[config.mk]
export PLATFORM = sky130hd
export DESIGN_NAME = issue_scheduler
export DESIGN_NICKNAME = d
export VERILOG_FILES = /design/src/rtl/issue_scheduler.sv
export SDC_FILE = /design/constraint.sdc
export NUM_CORES = 1
export LEC_CHECK = 0
export BUFFER_PORTS_ARGS = -buffer_cell sky130_fd_sc_hd__buf_2
export CAP_MARGIN = 20
export CORE_MARGIN = 2
export CORE_UTILIZATION = 64
export CTS_CLUSTER_DIAMETER = 40
export CTS_CLUSTER_SIZE = 20
export DETAILED_ROUTE_END_ITERATION = 10
export PLACE_DENSITY = 0.86
export SETUP_SLACK_MARGIN = 0.3
export SYNTH_ARGS = -nofsm -noshare
export SYNTH_HDL_FRONTEND = slang
export SYNTH_SLANG_ARGS = --single-unit
[constraint.sdc]
create_clock -name clk -period 29.8 [get_ports clk]
set_clock_uncertainty 0.05 [all_clocks]
set_input_delay 5.96 -clock clk [delete_from_list [all_inputs] [get_ports clk]]
set_output_delay 5.96 -clock clk [all_outputs]
set_load 0.01 [all_outputs]
[src/rtl/issue_scheduler.sv]
// issue_scheduler: dependency-tracking issue buffer with round-robin selection of ready entries.
// Define ISSUE_SCHED_STATS_EN to add saturating issue_count / stall_count outputs.
module issue_entry #(
    parameter int BS = 16
) (
    input  logic          clk,
    input  logic          rst,
    input  logic          alloc_en,
    input  logic [BS-1:0] alloc_row,
    input  logic          issue_en,
    input  logic          comp_en,
    input  logic [BS-1:0] clr_col,
    output logic          is_free,
    output logic          is_ready,
    output logic          is_issued
);
    typedef enum logic [1:0] {FREE, WAITING, ISSUED} state_t;

    state_t        state, state_nx;
    logic [BS-1:0] row, row_nx;

    always_ff @(posedge clk or posedge rst) begin
        if (rst) begin
            state <= FREE;
            row   <= '0;
        end else begin
            state <= state_nx;
            row   <= row_nx;
        end
    end

    // Completing producers drop out of every row on the same edge they free up.
    always_comb begin
        state_nx = state;
        row_nx   = row & ~clr_col;
        case (state)
            FREE:    if (alloc_en) begin
                         state_nx = WAITING;
                         row_nx   = alloc_row;
                     end
            WAITING: if (issue_en) state_nx = ISSUED;
            ISSUED:  if (comp_en) begin
                         state_nx = FREE;
                         row_nx   = '0;
                     end
            default: state_nx = FREE;
        endcase
    end

    assign is_free   = (state == FREE);
    assign is_ready  = (state == WAITING) && (row == '0);
    assign is_issued = (state == ISSUED);
endmodule

module issue_scheduler #(
    parameter  int BS = 16,
    localparam int IW = $clog2(BS)
) (
    input  logic          clk,
    input  logic          rst,
    input  logic          alloc_valid,
    input  logic [BS-1:0] alloc_dep,
    output logic          alloc_ready,
    output logic [IW-1:0] alloc_index,
    output logic          issue_valid,
    output logic [IW-1:0] issue_index,
    input  logic          issue_ready,
    input  logic          complete_valid,
    input  logic [IW-1:0] complete_index,
    output logic [IW:0]   occupancy,
    output logic          full,
    output logic          empty
`ifdef ISSUE_SCHED_STATS_EN
    ,
    output logic [15:0]   issue_count,
    output logic [15:0]   stall_count
`endif
);
    logic [BS-1:0] free, ready, issued;
    logic [BS-1:0] alloc_oh, comp_oh, clr_col, alloc_row;
    logic [IW-1:0] rr_ptr;
    logic          alloc_fire, issue_fire, comp_fire;

    always_comb begin
        alloc_index = '0;
        for (int k = BS - 1; k >= 0; k--)
            if (free[k]) alloc_index = IW'(k);
    end

    // Selection looks only at registered entry state and rr_ptr.
    always_comb begin
        logic [IW-1:0] idx;
        idx         = '0;
        issue_valid = 1'b0;
        issue_index = '0;
        for (int i = 0; i < BS; i++) begin
            idx = rr_ptr + IW'(i);
            if (!issue_valid && ready[idx]) begin
                issue_valid = 1'b1;
                issue_index = idx;
            end
        end
    end

    assign alloc_ready = |free;
    assign alloc_fire  = alloc_valid && alloc_ready;
    assign issue_fire  = issue_valid && issue_ready;
    assign comp_fire   = complete_valid && issued[complete_index];
    assign alloc_oh    = {{(BS-1){1'b0}}, 1'b1} << alloc_index;
    assign comp_oh     = {{(BS-1){1'b0}}, 1'b1} << complete_index;
    assign clr_col     = comp_fire ? comp_oh : '0;
    assign alloc_row   = alloc_dep & ~free & ~clr_col & ~alloc_oh;

    for (genvar g = 0; g < BS; g++) begin : g_entry
        issue_entry #(.BS(BS)) u_entry (
            .clk      (clk),
            .rst      (rst),
            .alloc_en (alloc_fire && (alloc_index == IW'(g))),
            .alloc_row(alloc_row),
            .issue_en (issue_fire && (issue_index == IW'(g))),
            .comp_en  (comp_fire && (complete_index == IW'(g))),
            .clr_col  (clr_col),
            .is_free  (free[g]),
            .is_ready (ready[g]),
            .is_issued(issued[g])
        );
    end

    always_ff @(posedge clk or posedge rst) begin
        if (rst) begin
            rr_ptr    <= '0;
            occupancy <= '0;
        end else begin
            if (issue_fire) rr_ptr <= issue_index + 1'b1;
            occupancy <= occupancy + {{IW{1'b0}}, alloc_fire} - {{IW{1'b0}}, comp_fire};
        end
    end

    assign full  = (occupancy == (IW+1)'(BS));
    assign empty = (occupancy == '0);

`ifdef ISSUE_SCHED_STATS_EN
    always_ff @(posedge clk or posedge rst) begin
        if (rst) begin
            issue_count <= '0;
            stall_count <= '0;
        end else begin
            if (issue_fire && issue_count != 16'hFFFF) issue_count <= issue_count + 16'd1;
            if (!empty && !issue_valid && stall_count != 16'hFFFF) stall_count <= stall_count + 16'd1;
        end
    end
`endif
endmodule

==> metrics.yaml <==
placement:
  port_buffers: 41
  place_congestion: 1.05
  dpl_worst_slack_ps: 18320
  dp_hpwl_um: 43700
  dp_cells: 2090
logic_synthesis:
  syn_area_per_cell_um2: 9.05
  synth.distinct_cells: 96
  syn_nets: 1878
  syn_inst: 1835
  synth_top_cells_by_area: "dfrtp_1 (45%), o21ai_0 (8.0%), nand4_1 (8.0%)"
  syn_area_um2: 16600
  synthFlopType: "dfrtp_1"
  ys_ff_latch: 297
  synth_top_area_share: 0.448
  ys_async_sr_fraction: 1.00
  yosysSeqAreaShare: 0.448
  synth_edf_count: 0
  ys_warn_count: 0
  synth_top_area_cell: "dfrtp_1"
grt:
  grt_max_degree: 146
  grt_remaining_overflow: 0
  grt_pass1_vias: 16700
  track_usage: 0.497
  grt_pass1_wl_um: 101000
  antenna_found_initial: 2
sta:
  hold_viol: 0
  holdWs_ps: 462
  setup-tns-final_ps: 0
  relSlewSlack: 0.104
  worstMarginPinSlew_ps: 1340
  period_share: 0.411
  rsz0062_at_grt: "no"
  layout_setup_ws_ps: 17540
  maxSlewViolCount: 0
  fin_crit_ps: 12260
  fmax_mhz: 81.6
  setup_violations: 0
flow_run:
  drv_cap: 0
hold_path:
  hold_start: "g_entry[1].u_entry.row[1]$_DFF_PP0_"
  min_path_type: "reg2reg"
clock_network:
  clock-root-buffer: "clkbuf_16"
  htree_levels: 1
  cts_sinks: 297
  numCtsBuffers: 31
  cts.clk_slew.worst_paths_ps: 70
  clk_latency_ps: 600
  clockBufferDepth: 3
  cts_setup_buffers: 0
  cts_tree: "yes"
  cts_resized: 0
  hold_buffers: 0
setup_path:
  arrival_ps: 6250
  startpoint: "rr_ptr[2]$_DFFE_PP0P_"
  critPathMaxFanout: 22
  cp_data_required_time_ps: 23790
  worstSetupPathType: "reg2out"
  rr_startpoint: "rr_ptr[2]$_DFFE_PP0P_"
  start_kind: "register"
  cp-end-kind: "output pin"
finish:
  diodes: 0
  final_cell_mix: "dfrtp_1 (297), o21ai_0 (266), nand4_1 (211)"
  fillCellCount: 1686
  layout_commonest_cell: "dfrtp_1"
  final_cells: 2157
  layout.nets: 1845
  syn_to_final_growth_pct: 9.59
  drive_gt1_frac: 0.124
die:
  dieArea_um2: 27200
  start_util: 0.655
  row_count: 58
  die_y_um: 165
  die_x_um: 165
  io_pins: 42
  core-area_um2: 25300
routing:
  first_iter_violations: 3541
  drt_first_pass_iters: 11
  wl_per_cell_um: 31.3
  wl_um: 67500
  viasPerCell: 8.01
  postRouteAntennaNets: 0
  drc: 0
  via_count: 17300
outcome:
  status: "complete, no violations"
power_and_ir_drop:
  power_leakage_nw: 7.66
  finalPower_mw: 2.60
  irDropWorstVdd_mv: 0.180
  pwr_density_cell_nw_per_um2: 143
## synthesized netlist by cell type (5+ instances only)
library cell,n
a21oi_1,30
mux2i_1,8
and2_1,6
xnor2_1,13
o32ai_1,23
nor2b_1,30
nor3_1,67
nor3_2,6
inv_1,25
a31oi_1,5
nand3b_1,9
nand3_1,108
dfrtp_1,297
o21ai_1,16
nor2_1,75
o32a_1,6
a21o_1,6
and3_1,20
o311ai_1,6
o221ai_1,7
nand2_1,125
o31ai_1,12
or2_2,8
o22ai_1,22
o21ai_0,266
nor4_1,82
a22o_1,14
buf_2,14
buf_1,28
nor4_2,25
o211ai_1,16
ha_1,17
nand4_1,211
nand2b_1,18
a211oi_1,5
clkbuf_1,105
## per-stage QoR
| step | utilization | instance area [um^2] |
|---|---|---|
| final | 0.718 | 18200 |
| after global routing | 0.718 | 18200 |
| after CTS | 0.710 | 18000 |
| after detailed placement | 0.667 | 16900 |
| after global placement | 0.667 | 16900 |
| after floorplan | - | 16600 |
## sequential cells by signal (all words and copies together), names as in the netlist
register,cells
rr_ptr,4
g_entry.u_entry.row,256
g_entry.u_entry.state,32
occupancy,5
## final timing paths
kind / endpoint / slack [ps] / cells past startpoint
min in group asynchronous: g_entry[7].u_entry.row[5]$_DFF_PP0_ / 5530 / 2
max in group asynchronous: rr_ptr[3]$_DFFE_PP0P_ / 22540 / 3
min: g_entry[1].u_entry.row[1]$_DFF_PP0_ / 460 / 1
max: issue_index[2] / 17540 / 13
min reg2reg: g_entry[1].u_entry.row[1]$_DFF_PP0_ / 460 / 1
max reg2reg: g_entry[6].u_entry.state[0]$_DFFE_PP0P_ / 23470 / 15
## worst max-delay path, stage by stage, from the launching register on
cell and delay, ps:
dfrtp_1 360, buf_4 240, inv_1 560, ha_1 550
inv_1 600, nor3_1 130, o31ai_1 550, nor2_1 130
nor4_2 670, nand3_2 360, nor4_1 450, o221ai_2 190
a41oi_4 620, buf_2 240
## metal layers
layer  wire (um)  vias to the layer above  track usage
met3       10800                      489        0.205
met5         108                        -       0.0303
li1            -                     7002            -
met2       27200                     1616        0.702
met1       23700                     8173        0.639
met4        5670                        6        0.293
## cell type report
type	count	area [um^2]	area share
Multi-Input combinational cell	1359	8450	0.464
Clock buffer	34	797	0.0438
Tap cell	330	413	0.0227
Clock inverter	24	299	0.0164
Timing Repair Buffer	87	696	0.0382
Sequential cell	297	7430	0.409
Inverter	26	105	0.00578
## where the power goes
part           leakage, nW  switching [mW]  internal (mW)
combinational         3.07            1.15          0.481
clock                0.528           0.199          0.210
sequential            4.06          0.0740          0.491
total                 7.66            1.42           1.18
## cells by family (layout without fill, tap and decap cells)
group / count (synthesis) / count (layout) / synth area share
compound gates: 482 / 482 / 0.182
xor+xnor: 20 / 20 / 0.0124
fa+ha+maj: 18 / 18 / 0.0140
buf+inv: 179 / 171 / 0.0436
flops: 297 / 297 / 0.448
mux: 14 / 14 / 0.0109
simple gates: 825 / 825 / 0.289
Note: power is estimated with default switching activity, not from simulation.
